$ cat src/rtl/regfile_reader.sv
// Purpose: 8 x DATA_W register file (reg 0 hard-wired to zero) with two registered read
//          ports and a serial dump engine that streams all 8 registers over a valid/ready beat.
// Latency: read data 1 cycle after rd_req; dump beat 0 appears the cycle after dump_start.
// Backpressure: rd_req has none; a dump beat holds idx/data while dump_ready is low.
//
// Ports:
//   clk, rst               - single clock, synchronous active-high reset
//   we_onehot, wdata       - one-hot write enables (bit i -> reg i) and write data
//   rd_req, ra_sel, rb_sel - read request and selects for both read ports
//   ra_data, rb_data       - registered read data, held while rd_valid is low
//   rd_valid               - one-cycle pulse per read request
//   dump_start             - start a dump of regs 0..7 (only honoured when idle)
//   dump_ready             - consumer accepts the current dump beat
//   dump_valid, dump_idx,
//   dump_data              - current dump beat
//   dump_busy, dump_done   - dump in progress / one-cycle completion pulse
module regfile_reader #(
    parameter int DATA_W = 32
) (
    input  logic              clk,
    input  logic              rst,
    input  logic [7:0]        we_onehot,
    input  logic [DATA_W-1:0] wdata,
    input  logic              rd_req,
    input  logic [2:0]        ra_sel,
    input  logic [2:0]        rb_sel,
    output logic [DATA_W-1:0] ra_data,
    output logic [DATA_W-1:0] rb_data,
    output logic              rd_valid,
    input  logic              dump_start,
    input  logic              dump_ready,
    output logic              dump_valid,
    output logic [2:0]        dump_idx,
    output logic [DATA_W-1:0] dump_data,
    output logic              dump_busy,
    output logic              dump_done
);

    typedef enum logic [1:0] {
        ST_IDLE = 2'd0,
        ST_SEND = 2'd1,
        ST_DONE = 2'd2
    } state_e;

    logic [DATA_W-1:0] regs_q [8];
    logic [DATA_W-1:0] regs_d [8];

    logic [DATA_W-1:0] ra_data_q, ra_data_d;
    logic [DATA_W-1:0] rb_data_q, rb_data_d;
    logic              rd_valid_q, rd_valid_d;

    state_e            state_q, state_d;
    logic [2:0]        dump_idx_q, dump_idx_d;
    logic [DATA_W-1:0] dump_data_q, dump_data_d;
    logic [2:0]        idx_next;

    // regs_d is the post-write view of the file. Every capture (read ports and dump
    // beats) samples regs_d rather than regs_q, which gives same-edge write bypass
    // for free and keeps register 0 at zero.
    always_comb begin
        regs_d = regs_q;
        for (int i = 1; i < 8; i++) begin
            if (we_onehot[i]) begin
                regs_d[i] = wdata;
            end
        end
        regs_d[0] = '0;
    end

    // Read ports: capture on request, otherwise hold the last value.
    always_comb begin
        ra_data_d  = ra_data_q;
        rb_data_d  = rb_data_q;
        rd_valid_d = rd_req;
        if (rd_req) begin
            ra_data_d = regs_d[ra_sel];
            rb_data_d = regs_d[rb_sel];
        end
    end

    assign idx_next = dump_idx_q + 3'd1;

    // Dump FSM: next state, beat index and beat data.
    always_comb begin
        state_d     = state_q;
        dump_idx_d  = dump_idx_q;
        dump_data_d = dump_data_q;
        case (state_q)
            ST_IDLE: begin
                if (dump_start) begin
                    state_d     = ST_SEND;
                    dump_idx_d  = 3'd0;
                    dump_data_d = regs_d[0];
                end
            end
            ST_SEND: begin
                if (dump_ready) begin
                    if (dump_idx_q == 3'd7) begin
                        state_d = ST_DONE;
                    end else begin
                        // Next beat is captured on the same edge that accepts this one.
                        dump_idx_d  = idx_next;
                        dump_data_d = regs_d[idx_next];
                    end
                end
            end
            ST_DONE: begin
                state_d = ST_IDLE;
            end
            default: begin
                state_d = ST_IDLE;
            end
        endcase
    end

    // Dump status outputs decode directly from state.
    always_comb begin
        dump_valid = 1'b0;
        dump_busy  = 1'b0;
        dump_done  = 1'b0;
        case (state_q)
            ST_SEND: begin
                dump_valid = 1'b1;
                dump_busy  = 1'b1;
            end
            ST_DONE: begin
                dump_busy = 1'b1;
                dump_done = 1'b1;
            end
            default: begin
                dump_valid = 1'b0;
            end
        endcase
    end

    always_ff @(posedge clk) begin
        if (rst) begin
            for (int i = 0; i < 8; i++) begin
                regs_q[i] <= '0;
            end
            ra_data_q   <= '0;
            rb_data_q   <= '0;
            rd_valid_q  <= 1'b0;
            state_q     <= ST_IDLE;
            dump_idx_q  <= 3'd0;
            dump_data_q <= '0;
        end else begin
            regs_q      <= regs_d;
            ra_data_q   <= ra_data_d;
            rb_data_q   <= rb_data_d;
            rd_valid_q  <= rd_valid_d;
            state_q     <= state_d;
            dump_idx_q  <= dump_idx_d;
            dump_data_q <= dump_data_d;
        end
    end

    assign ra_data   = ra_data_q;
    assign rb_data   = rb_data_q;
    assign rd_valid  = rd_valid_q;
    assign dump_idx  = dump_idx_q;
    assign dump_data = dump_data_q;

endmodule

$ cat config.mk
export PLATFORM = sky130hd
export DESIGN_NAME = regfile_reader
export DESIGN_NICKNAME = d
export VERILOG_FILES = /design/src/rtl/regfile_reader.sv
export SDC_FILE = /design/constraint.sdc
export NUM_CORES = 1
export LEC_CHECK = 0
export ABC_CLOCK_PERIOD_IN_PS = 4800
export CORE_AREA = 3 3 197 199
export CTS_CLUSTER_DIAMETER = 30
export CTS_CLUSTER_SIZE = 40
export DETAILED_ROUTE_END_ITERATION = 7
export DIE_AREA = 0 0 200 202
export GPL_ROUTABILITY_DRIVEN = 0
export PLACE_DENSITY_LB_ADDON = 0.08
export SETUP_SLACK_MARGIN = 0.05
export SYNTH_ARGS = -nofsm -noshare
export SYNTH_HDL_FRONTEND = slang
export SYNTH_SLANG_ARGS = --single-unit
$ cat constraint.sdc
create_clock -name clk -period 4.8 [get_ports clk]
set_input_delay 0.72 -clock clk [delete_from_list [all_inputs] [get_ports clk]]
set_output_delay 0.72 -clock clk [all_outputs]
set_load 0.03 [all_outputs]
# --- Word level (Yosys, flattened, before mapping) ---
# Cells that the tools add are included.
word_totals:
  register_bits: 326
  output_inout_bits: 103
  word_cells: 63
op_classes:
  addsub: 1
  order_cmp: 3
  n_eq_ne: 7
  n_mux: 31
  bitwise_logic: 3
  n_reduce_logical: 5
ops:
  columns: ["operator", "n"]
  rows:
  - ["$mux W32", 16]
  - ["$bmux W32 S3", 3]
  - ["$pmux W32 S2", 1]
  - ["$ge A4 B4 Y1 const B", 3]
  - ["$not A3 Y4", 3]
  - ["$mux W3", 3]
  - ["$ne A2 B2 Y1 const B", 4]
  - ["$mux W2", 3]
  - ["$pmux W3 S2", 1]
  - ["$pmux W2 S2", 1]
  - ["$reduce_and A4 Y1", 1]
  - ["$add A3 B1 Y3 const B", 1]
  - ["$eq A3 B3 Y1 const B", 1]
  - ["$mux W1", 3]
  - ["$reduce_and A3 Y1", 1]
  - ["$eq A2 B1 Y1 const B", 1]
  - ["$eq A2 B2 Y1 const B", 1]
  - ["$logic_not A2 Y1", 1]
  - ["$reduce_bool A2 Y1", 1]
  - ["$reduce_or A2 Y1", 1]

# --- Longest topological paths before layout ---
logic_depth:
  word_depth: 8
  ltp_mapped: 8

# --- Least setup slack after synthesis ---
# OpenSTA, ideal clock, no wires.
synth_path:
  path_kind: "input port to flip-flop"
  start: "input port we_onehot[2]"
  end: "register ra_data_q[18] (netlist: ra_data[18])"
  arrival_ps: 2000
  slack_ps: 2683
  stages: 6
  cell_sequence: "buf_2 -> buf_4 -> mux2i_2 -> o22ai_1 -> or3_1 -> a32o_1"
synth_between:
  elab_chain_cells: 4
synth_rtl:
  columns: ["element", "line", "text"]
  rows:
  - ["from (decl)", "22", "input logic [7:0] we_onehot,"]
  - ["$mux W32", "63", "if (we_onehot[i]) begin"]
  - ["$bmux W32 S3", "76", "ra_data_d = regs_d[ra_sel];"]
  - ["$mux W32 (not written as such) (2 in series)", "76", null]
  - ["to (signal assigned)", "149", "ra_data_q <= ra_data_d;"]
  - ["to (decl)", "48", "logic [DATA_W-1:0] ra_data_q, ra_data_d;"]
# Every way passes these cells. The select of a mux whose other input is x is not followed.
# A chain may end at the register's enable or synchronous reset.

# --- Worst setup path after layout ---
layout_path:
  start: "register dump_idx_q[1] (netlist: dump_idx[1])"
  end: "register dump_data_q[7] (netlist: dump_data[7])"
layout_between:
  elab_chain_cells: 8
layout_rtl:
  columns: ["element", "line", "text"]
  rows:
  - ["from (decl)", "53", "logic [2:0] dump_idx_q, dump_idx_d;"]
  - ["from (signal assigned)", "153", "dump_idx_q <= dump_idx_d;"]
  - ["$add A3 B1 Y3", "81", "assign idx_next = dump_idx_q + 3'd1;"]
  - ["$not A3 Y4 (not written as such)", "103", "dump_data_d = regs_d[idx_next];"]
  - ["$bmux W32 S3", "103", null]
  - ["$mux W32 (not written as such) (2 in series)", "103", null]
  - ["$mux W32", "98", "if (dump_idx_q == 3'd7) begin"]
  - ["$mux W32", "97", "if (dump_ready) begin"]
  - ["$pmux W32 S2", "88", "case (state_q)"]
  - ["to (signal assigned)", "154", "dump_data_q <= dump_data_d;"]
  - ["to (decl)", "54", "logic [DATA_W-1:0] dump_data_q, dump_data_d;"]
# Parallel ways exist; a longest one is shown, timed or not. The select of a mux whose other input is x is not followed.

==> results.md <==
| Step | Metric | This run |
|:---|:---|:---|
| status | Outcome | completed |
| placed design | HPWL reported at the end of detailed placement | 40900 um |
| synthesis | Part of the Yosys area used for sequential elements | 38.4% |
| clock network | TritonCTS Buffers | 86 |
| clock network | Count of hold buffers inserted by post-cts repair | 0 |
| global routing | Initial antenna violation count | 1 |
| timing | Unrepaired setup endpoints after global routing | false |
| critical path | Kind of end point of the critical path | flip-flop |
| timing | Clock skew after layout | 0.0183 ns |
| route | Via count of the routed design | 16700 |
| clock network | Root buf cell | clkbuf_16 |
| critical path | CP Data Required Time | 5.27 ns |
| placed design | Instance area at placement | 18600 um2 |
| synthesis | EDFF count, synth | 0 |
| critical path | Worst Setup Path Type | flip-flop to flip-flop |
| floorplanning | Overall die width | 200 um |
| global routing | Wire length of the first global-routing pass | 102000 um |
| flow run | # Max-Cap Violations | 0 |
| power | Internal power | 7.61 mW |
| synthesis | Number of warnings issued by yosys | 0 |
| global routing | Via count of the first global-routing pass | 16500 |
| power | Power density relative to cell area | 477 nW/um2 |
| timing | Worst Tran Pin Value | 1.39 ns |
| synthesis | Mean post-synth cell area | 8.64 um2 |
| timing | Fin crit period | 3.01 ns |
| clock network | CTS HTree Levels | 3 |
| power | Combinational cell fraction of total power | 13.1% |
| power | Tot Pwr | 10.3 mW |
| clock network | Number of gates resized after CTS | 0 |
| clock network | Sink count of the clock tree | 326 |
| route | Number of DRC violations after detailed routing | 0 |
| finish | Leading cell types in the layout, fill and taps excluded | nor2_1, dfxtp_1, mux2i_1 |
| power | Power share of the clock group | 58.0% |
| global routing | Pin count of the biggest net entering global routing | 215 |
| finish | Fill cell count | 3338 |
| timing | Worst slew margin | 7.24% |
| global routing | Global-route total usage across every layer | 33.0% |
| power | Sw frac | 26.2% |
| route | Detailed-route wire length per cell | 25.9 um |
| timing | Max-slew violation total from the final report | 0 |
| critical path | Max Fanout on Critical Path | 27 |
| power | Worst ir drop on vdd | 0.264 mV |
| placed design | Total of buffers placed on input and output ports | 152 |
| critical path | Arrival time of the worst setup path | 3.47 ns |
| floorplanning | Core box area | 37400 um2 |
| floorplanning | Area of the die | 40400 um2 |
| floorplanning | Die outline height | 202 um |
| floorplanning | Starting utilization of the core area | 45.5% |
| timing | Number of hold violations in the final report | 0 |
| critical path | Startpoint type of the worst setup path | flip-flop |
| route | Starting DRC count in detailed routing | 1745 |
| power | Switching power | 2.70 mW |
| timing | Hold_ws | 0.459 ns |
| finish | Finished layout cell area | 21600 um2 |
| clock network | Later-pin clock latency in the skew report | 0.59 ns |
| floorplanning | I/O pin count | 154 |
| synthesis | Flip-flop cell with the highest count after synthesis | dfxtp_1 |
| timing | Total of endpoints with negative setup slack in the final report | 0 |
| synthesis | Nets in the synthesized netlist | 2024 |
| synthesis | Summed instance area of the synthesized netlist | 17000 um2 |
| finish | Most frequent standard cell in the layout excluding fill and tap cells | nor2_1 |
| floorplanning | Row count | 71 |
| finish | Layout overhead on the synthesized area | 27.2% |
| route | Remaining number of nets flagged by the antenna check after routing | 0 |
| clock network | Clock buffer depth | 3 |
| finish | Final-stage net count | 2109 |
| timing | Final cycle utilization of the critical path | 62.6% |
| route | Final wirelength | 68100 um |
| power | Reported leakage power | 8.68 nW |
| route | Via density per instance | 6.36 |
| hold path | Hold WC Path Type | flip-flop to flip-flop |
| timing | Max Freq | 333 MHz |
| synthesis | Post-synthesis async set-or-reset flop share | 0% |
| clock network | Total setup buffers inserted after CTS | 0 |
| finish | Ratio of cells with drive above 1 in the final layout | 11.4% |
| synthesis | Number of synthesized register bits | 326 |
| route | Pre-antenna DRT Iters | 6 |
| timing | Setup_tns | 0 ns |
| synthesis | Number of distinct library cells after synthesis | 55 |
| synthesis | Number of instances in the synthesized netlist | 1968 |
| placed design | Total placed cells including tap cells | 2476 |
| power | Sequential power share | 28.9% |
| clock network | CTS tree | built |
| finish | Non-filler cells, final | 2634 |
| global routing | Remaining global-route overflow | 0 |
| clock network | Clock-pin slew of the registers on the worst-case setup and hold paths | 0.04 ns |
final timing paths:
path | cells after the start | from | slack [ns] | to
setup / recovery | 6 | dump_idx[1] | 1.79 | dump_data[7]
hold / removal | 1 | dump_data[3] | 0.46 | dump_data[3]
setup reg to reg | 6 | dump_idx[1] | 1.79 | dump_data[7]
hold reg to reg | 1 | dump_data[3] | 0.46 | dump_data[3]
cell type report:
| type | count | area [um2] | share of cell area (%) |
|---|---|---|---|
| multi-input cells | 1426 | 9500 | 43.9 |
| flip-flops and latches | 326 | 6530 | 30.2 |
| clock buffers | 116 | 2500 | 11.6 |
| repair buffers | 204 | 1900 | 8.76 |
| well taps | 511 | 639 | 2.95 |
| clock inverters | 41 | 542 | 2.50 |
| inverters | 9 | 33.8 | 0.156 |
| diodes | 1 | 2.50 | 0.0116 |
Yosys cell counts, drive strengths merged, types with 8 or more instances:
cell	instances	share of area (%)
nor2	383	8.5
dfxtp	326	38
mux2i	289	17
clkbuf	121	2.7
o22ai	119	4.4
o21ai	95	2.8
buf	86	3.0
or3	75	2.8
nand2	69	1.5
o221ai	69	3.6
a311oi	34	1.8
o2bb2ai	34	1.8
nor3	31	0.91
a21oi	30	0.88
a221oi	30	1.5
nand2b	19	0.70
mux2	18	1.2
a32o	16	0.94
nor2b	15	0.55
a211oi	14	0.62
and2	14	0.51
o211ai	11	0.49
inv	9	0.20
a211o	8	0.41
registers in the layout (all words and copies together) (netlist names):
name / flops
regs_q: 224
ra_data: 32
rd_valid: 1
dump_data: 32
state_q: 2
dump_idx: 3
rb_data: 32
per-stage QoR:
stage	worst slack, ns	utilization, %
2_1_floorplan	2.68	-
3_3_place_gp	1.34	49.7
6_report	1.79	57.9
3_5_place_dp	1.32	49.7
4_1_cts	1.80	57.9
5_1_grt	1.67	57.9
critical path, cell delays in order, from the launching register on:
cell and delay [ns]:
dfxtp_1 0.32, ha_2 0.90, nand2b_1 0.74, buf_4 0.44, o22ai_1 0.14, o21ai_0 0.24, o2bb2ai_1 0.10
power groups by stage:
stage / Clock (mW) / Combinational, mW / Sequential [mW]
6_report: 5.98 / 1.35 / 2.99
5_1_grt: 6.18 / 1.44 / 3.00
4_1_cts: 6.01 / 1.32 / 2.98
3_5_place_dp: 0 / 1.32 / 3.03
3_3_place_gp: 0 / 1.31 / 3.02
2_1_floorplan: 0 / 0.793 / 3.09
cell families after synthesis:
kind of cell    after synthesis  synth area share (%)
simple gates                628                  16.3
compound gates              484                  20.3
flops                       326                  38.4
mux                         309                  18.8
buf+inv                     216                  5.85
fa+ha+maj                     5                 0.368
metal layers:
| layer | track usage, % | part of all wire [%] | up-vias |
|---|---|---|---|
| li1 | - | - | 7457 |
| met1 | 44.4 | 42 | 8070 |
| met2 | 50.8 | 44 | 988 |
| met3 | 6.87 | 9.7 | 226 |
| met4 | 15.4 | 4.2 | 0 |
| met5 | 0 | 0 | - |
(Power assumes the default switching activity.)
